### src/rtl/storage_load_sequencer.sv
// Host load front-end: turns a header/row word stream into storage write cycles,
// then steps locator reset, code-fetch enable and controller enable in order.
module storage_load_sequencer #(
    parameter int INDEX_WIDTH = 32,
    parameter int CODE_WIDTH  = 12
) (
    input  logic                   clk_clk,
    input  logic                   reset_reset_n,
    input  logic                   host_valid,
    input  logic [47:0]            host_data,
    output logic                   host_ready,
    input  logic                   run_abort,
    output logic [47:0]            weight_write_data,
    output logic [INDEX_WIDTH-1:0] weight_write_layer_index,
    output logic [INDEX_WIDTH-1:0] weight_write_row_index,
    output logic                   weight_is_write,
    output logic [47:0]            input_write_data,
    output logic [INDEX_WIDTH-1:0] input_write_layer_index,
    output logic [INDEX_WIDTH-1:0] input_write_row_index,
    output logic                   input_is_write,
    output logic [47:0]            label_write_data,
    output logic [INDEX_WIDTH-1:0] label_write_layer_index,
    output logic [INDEX_WIDTH-1:0] label_write_row_index,
    output logic                   label_is_write,
    output logic [INDEX_WIDTH-1:0] code_write_line,
    output logic [CODE_WIDTH-1:0]  code_write_data,
    output logic                   code_is_write,
    output logic                   matrix_storage_locator_reset,
    output logic                   code_storage_enable,
    output logic                   controller_enable,
    output logic                   busy,
    output logic                   running
);

    typedef enum logic [2:0] {IDLE, LOAD, LOC_RST, CODE_EN, RUN} state_t;

    state_t      state;
    logic [1:0]  target;
    logic [15:0] base;
    logic [15:0] count;
    logic [15:0] row_ctr;

    logic [1:0]  hdr_target;
    logic [15:0] hdr_base;
    logic [15:0] hdr_count;
    logic [15:0] code_line;
    logic        last_row;

    assign hdr_target = host_data[47:46];
    assign hdr_base   = host_data[45:30];
    assign hdr_count  = host_data[29:14];
    assign code_line  = base + row_ctr;
    assign last_row   = (row_ctr == count - 16'd1);
    assign host_ready = (state == IDLE) || (state == LOAD);

    // Strobes and locator reset default low each cycle; storage fields hold
    // their last written value until their own storage is written again.
    always_ff @(posedge clk_clk) begin
        if (!reset_reset_n) begin
            state                        <= IDLE;
            target                       <= 2'd0;
            base                         <= 16'd0;
            count                        <= 16'd0;
            row_ctr                      <= 16'd0;
            weight_write_data            <= '0;
            weight_write_layer_index     <= '0;
            weight_write_row_index       <= '0;
            weight_is_write              <= 1'b0;
            input_write_data             <= '0;
            input_write_layer_index      <= '0;
            input_write_row_index        <= '0;
            input_is_write               <= 1'b0;
            label_write_data             <= '0;
            label_write_layer_index      <= '0;
            label_write_row_index        <= '0;
            label_is_write               <= 1'b0;
            code_write_line              <= '0;
            code_write_data              <= '0;
            code_is_write                <= 1'b0;
            matrix_storage_locator_reset <= 1'b0;
            code_storage_enable          <= 1'b0;
            controller_enable            <= 1'b0;
            busy                         <= 1'b0;
            running                      <= 1'b0;
        end else begin
            weight_is_write              <= 1'b0;
            input_is_write               <= 1'b0;
            label_is_write               <= 1'b0;
            code_is_write                <= 1'b0;
            matrix_storage_locator_reset <= 1'b0;
            case (state)
                IDLE: begin
                    if (host_valid) begin
                        busy <= 1'b1;
                        if (hdr_count != 16'd0) begin
                            target  <= hdr_target;
                            base    <= hdr_base;
                            count   <= hdr_count;
                            row_ctr <= 16'd0;
                            state   <= LOAD;
                        end else begin
                            matrix_storage_locator_reset <= 1'b1;
                            state                        <= LOC_RST;
                        end
                    end
                end
                LOAD: begin
                    if (host_valid) begin
                        case (target)
                            2'b00: begin
                                weight_write_data        <= host_data;
                                weight_write_layer_index <= INDEX_WIDTH'(base);
                                weight_write_row_index   <= INDEX_WIDTH'(row_ctr);
                                weight_is_write          <= 1'b1;
                            end
                            2'b01: begin
                                input_write_data         <= host_data;
                                input_write_layer_index  <= INDEX_WIDTH'(base);
                                input_write_row_index    <= INDEX_WIDTH'(row_ctr);
                                input_is_write           <= 1'b1;
                            end
                            2'b10: begin
                                label_write_data         <= host_data;
                                label_write_layer_index  <= INDEX_WIDTH'(base);
                                label_write_row_index    <= INDEX_WIDTH'(row_ctr);
                                label_is_write           <= 1'b1;
                            end
                            default: begin
                                code_write_line          <= INDEX_WIDTH'(code_line);
                                code_write_data          <= host_data[CODE_WIDTH-1:0];
                                code_is_write            <= 1'b1;
                            end
                        endcase
                        if (last_row) begin
                            state <= IDLE;
                            busy  <= 1'b0;
                        end else begin
                            row_ctr <= row_ctr + 16'd1;
                        end
                    end
                end
                LOC_RST: begin
                    code_storage_enable <= 1'b1;
                    state               <= CODE_EN;
                end
                CODE_EN: begin
                    controller_enable <= 1'b1;
                    running           <= 1'b1;
                    state             <= RUN;
                end
                RUN: begin
                    if (run_abort) begin
                        code_storage_enable <= 1'b0;
                        controller_enable   <= 1'b0;
                        running             <= 1'b0;
                        busy                <= 1'b0;
                        state               <= IDLE;
                    end
                end
                default: state <= IDLE;
            endcase
        end
    end

endmodule
### config.mk
export PLATFORM = sky130hd
export DESIGN_NAME = storage_load_sequencer
export DESIGN_NICKNAME = d
export VERILOG_FILES = /design/src/rtl/storage_load_sequencer.sv
export SDC_FILE = /design/constraint.sdc
export NUM_CORES = 1
export LEC_CHECK = 0
export CAP_MARGIN = 0
export CORE_MARGIN = 3
export CORE_UTILIZATION = 51
export DETAILED_ROUTE_END_ITERATION = 8
export GPL_TIMING_DRIVEN = 0
export HOLD_SLACK_MARGIN = 0.02
export PLACE_DENSITY = 0.95
export SLEW_MARGIN = 20
export SYNTH_ARGS = -nofsm -noshare
export SYNTH_HDL_FRONTEND = slang
export SYNTH_SLANG_ARGS = --single-unit
### constraint.sdc
create_clock -name clk_clk -period 5.2 [get_ports clk_clk]
set_clock_uncertainty 0.05 [all_clocks]
set_input_delay 0.52 -clock clk_clk [delete_from_list [all_inputs] [get_ports clk_clk]]
set_output_delay 0.52 -clock clk_clk [all_outputs]
set_load 0.1 [all_outputs]
==> results by group <==
Clocking
  • Worst skew pair latency: 0.52 ns
  • Clock Pin Slew Worst Setup and Hold Paths: ~0.07 ns
  • Clock sinks: 329
  • Clk root buf: clkbuf_16
  • Clk buf depth: 3
  • H-tree levels: 2
  • # hold bufs at CTS: 0
  • Inserted Clock Buffers: 35
  • Post-cts repair resize count: 0
  • Post-CTS Setup Inserts: 0
  • CTS tree: yes

Place
  • DP Wirelength: 39000 um
  • IO buf count: 329
  • RePlAce Congestion: around 0.92

Floorplanning
  • Die H: 175 um
  • Die extent in x: about 170 um
  • I/O pin total: 442
  • Initial Utilization: 0.520
  • Total Die Area: between 30000 and 40000 sq um
  • Core region area: 27900 sq um
  • Std cell rows: 61

Timing
  • Slew headroom: 0.225
  • Count of final setup violators: 0
  • Slew Viols, Final: 0
  • Worst Tran Pin Value: 1.16 ns
  • RSZ-0062 raised after global routing: false
  • Maximum clock rate: ~0.28 GHz
  • Setup_tns: 0 ns
  • Count of final hold-check violations: 0
  • Period utilisation layout: 0.677
  • Period minus WS final: 3.52 ns

Worst setup path
  • CP required: 5.57 ns
  • CP Capture Type: flop
  • Max incr delay on CP: 0.69 ns
  • Startpoint Class: flop
  • Worst R2R Path Depth: 11
  • Crit-path cells: clkbuf_1 > nor2_1 > and2_1 > clkbuf_1 > nand2_1 > nor2_1 > and2_1 > clkbuf_1 > clkbuf_1 > nand2_1 > a21boi_0
  • Worst Path Max Fanout: 10
  • Critical path's slowest cell: clkbuf_1
  • Cell mode on critical path: clkbuf_1
  • Worst EP arrival: 3.89 ns
  • CP Class: flop to flop

Routing
  • DRC errors left: 0
  • Starting DRT DRC Count: around 1200
  • Avg WL per Cell: approximately 20 um
  • DR vias/cell: 5.45
  • Drt total wl: about 53000 um
  • DR vias: 14500
  • ANT nets after route: 0
  • DRT Pass-1 Iters: 6

Synth
  • Commonest cells in the netlist: nand2_1, dfxtp_1, a21boi_0, buf_4, clkbuf_1
  • Synth unique cells: 66
  • Yosys warnings: 0
  • Most frequent cell after synthesis: nand2_1
  • Synth top area cells: dfxtp_1, nand2_1, a21boi_0, buf_4, clkbuf_1
  • EDFF count, synth: 0
  • Syn Std Cell Area: between 10000 and 15000 sq um
  • Post-Synthesis Cells: between 1500 and 2000
  • Synth area leader: dfxtp_1
  • Async SR Flop Fraction: 0
  • Synth Area per Inst: 8.18 sq um
  • Register area share after synthesis: 0.453
  • Main flop type after synthesis: dfxtp_1
  • Yosys top cell area share: 0.453
  • Synthesis-stage register bit count: between 300 and 400

Global routing
  • First-pass GRT wire length: 79300 um
  • Gr usage total: 0.330
  • Antenna violations before repair: 1
  • GR Overflow Total: 0
  • Largest net degree at the start of global routing: 14
  • Vias in the first global route: between 10000 and 15000

Pwr
  • Psw: 1.92 mW
  • Leak: 7.28 nW
  • Comb power frac: 0.173
  • Flop pwr share: 0.422
  • Power density over the cells: 312 nW/um^2
  • Switching Fraction: 0.310
  • Peak VDD IR: 0.313 mV
  • Clock share of power: 0.405
  • P_int: 4.27 mW

Run status
  • Status: complete, no violations

Finish
  • Final Core Density: 0.712
  • Area grow syn2layout: 36.7%
  • Inserted Diodes: 0
  • Nets@finish: 2326
  • Share of layout cells above drive strength 1: 0.0842

Flow run
  • Max Cap Viol: 0

Hold path
  • Hold Path Class: flop to flop
  • Hold Crit Depth: 2
-- state kept, by name, indices dropped and copies added, names as in the netlist, 2 cells and up --
register                  cells
weight_write_row_index       16
label_write_data             48
count                        16
base                         16
input_write_data             48
input_write_row_index        16
label_write_layer_index      16
weight_write_layer_index     16
input_write_layer_index      16
label_write_row_index        16
code_write_line              16
target                        2
weight_write_data            48
row_ctr                      16
code_write_data              12
state                         3
-- critical path: cells and delay by family, from the launching register on --
kind / cells / cell delay, ns
AOI/OAI and AO/OA: 1 / 0.28
buffers and inverters: 4 / 1.65
DFF: 1 / 0.30
and+or+nand+nor: 6 / 1.13
-- area by class of cell --
type | instances | area [sq um]
buffer | 239 | 1380
clock buffer | 48 | 1010
clock inverter | 13 | 133
fill | 2066 | 8060
inverter | 7 | 26.3
multi-input combinational | 1314 | 6970
sequential | 329 | 6590
tap | 378 | 473
timing repair buffer | 330 | 3300
-- cells in the final DEF (no fill, tap or decap), types with 13 or more instances in the layout --
cell type | netlist | final
xnor2_1 | 18 | 18
nor3_1 | 14 | 13
a21oi_1 | 25 | 25
nand3_1 | 14 | 14
o21ai_0 | 29 | 29
dfxtp_1 | 329 | 329
and2_1 | 16 | 16
a21boi_0 | 290 | 290
clkdlybuf4s50_1 | 0 | 329
nand2_1 | 620 | 620
clkbuf_16 | 0 | 36
nor2_1 | 21 | 21
ha_1 | 17 | 17
buf_4 | 116 | 116
clkbuf_1 | 116 | 122
conb_1 | 1 | 112
-- power groups by stage --
| stage | Combinational [mW] | Clock (mW) | Sequential (mW) |
|---|---|---|---|
| 6_report | 1.07 | 2.51 | 2.61 |
| 5_1_grt | 1.11 | 2.60 | 2.61 |
| 4_1_cts | 1.06 | 2.50 | 2.61 |
| 3_5_place_dp | 1.05 | 0 | 2.67 |
| 3_3_place_gp | 1.04 | 0 | 2.66 |
| 2_1_floorplan | 0.650 | 0 | 2.83 |
-- per-layer routing --
| metal | global-route usage | up-vias | share of wire |
|---|---|---|---|
| li1 | - | 6591 | - |
| met4 | 0.190 | 2 | 0.064 |
| met2 | 0.556 | 924 | 0.47 |
| met1 | 0.369 | 6730 | 0.36 |
| met3 | 0.104 | 243 | 0.11 |
| met5 | 0 | - | 0.00024 |
-- per-stage QoR --
stage          setup WS (ns)  cell area, sq um  std cells  hold WS [ns]  power, mW
6_report                1.68             19900       2658         0.409       6.19
4_1_cts                 1.76             19900       2658         0.413       6.17
3_3_place_gp           0.934             18700       2596         0.398       3.70
2_1_floorplan           1.77             15000       1889         0.407       3.48
5_1_grt                 1.44             19900       2658         0.439       6.33
3_5_place_dp            1.53             18700       2597         0.406       3.72
-- path summary, 6_finish.rpt --
| path | startpoint | endpoint | slack (ns) |
|---|---|---|---|
| setup / recovery | state[2]$_SDFFE_PN0P_ | label_write_data[6]$_SDFFE_PN0P_ | 1.68 |
| hold / removal | weight_write_data[12]$_SDFFE_PN0P_ | weight_write_data[12]$_SDFFE_PN0P_ | 0.41 |
| setup reg to reg | state[2]$_SDFFE_PN0P_ | label_write_data[6]$_SDFFE_PN0P_ | 1.68 |
| hold reg to reg | weight_write_data[12]$_SDFFE_PN0P_ | weight_write_data[12]$_SDFFE_PN0P_ | 0.41 |
-- cell families (layout without fill, tap and decap cells) --
| logic type | count (synthesis) | after routing | share of synthesized area |
|---|---|---|---|
| AND/OR/NAND/NOR | 762 | 762 | 0.220 |
| flip-flops | 329 | 329 | 0.453 |
| multiplexers | 5 | 5 | 0.00344 |
| AO/OA/AOI/OAI | 388 | 388 | 0.193 |
| other | 1 | 112 | 0.000258 |
| XOR/XNOR | 29 | 29 | 0.0175 |
| adder cells (fa/ha/maj) | 18 | 18 | 0.0160 |
| buffers and inverters | 246 | 637 | 0.0969 |
(Power assumes the default switching activity.)
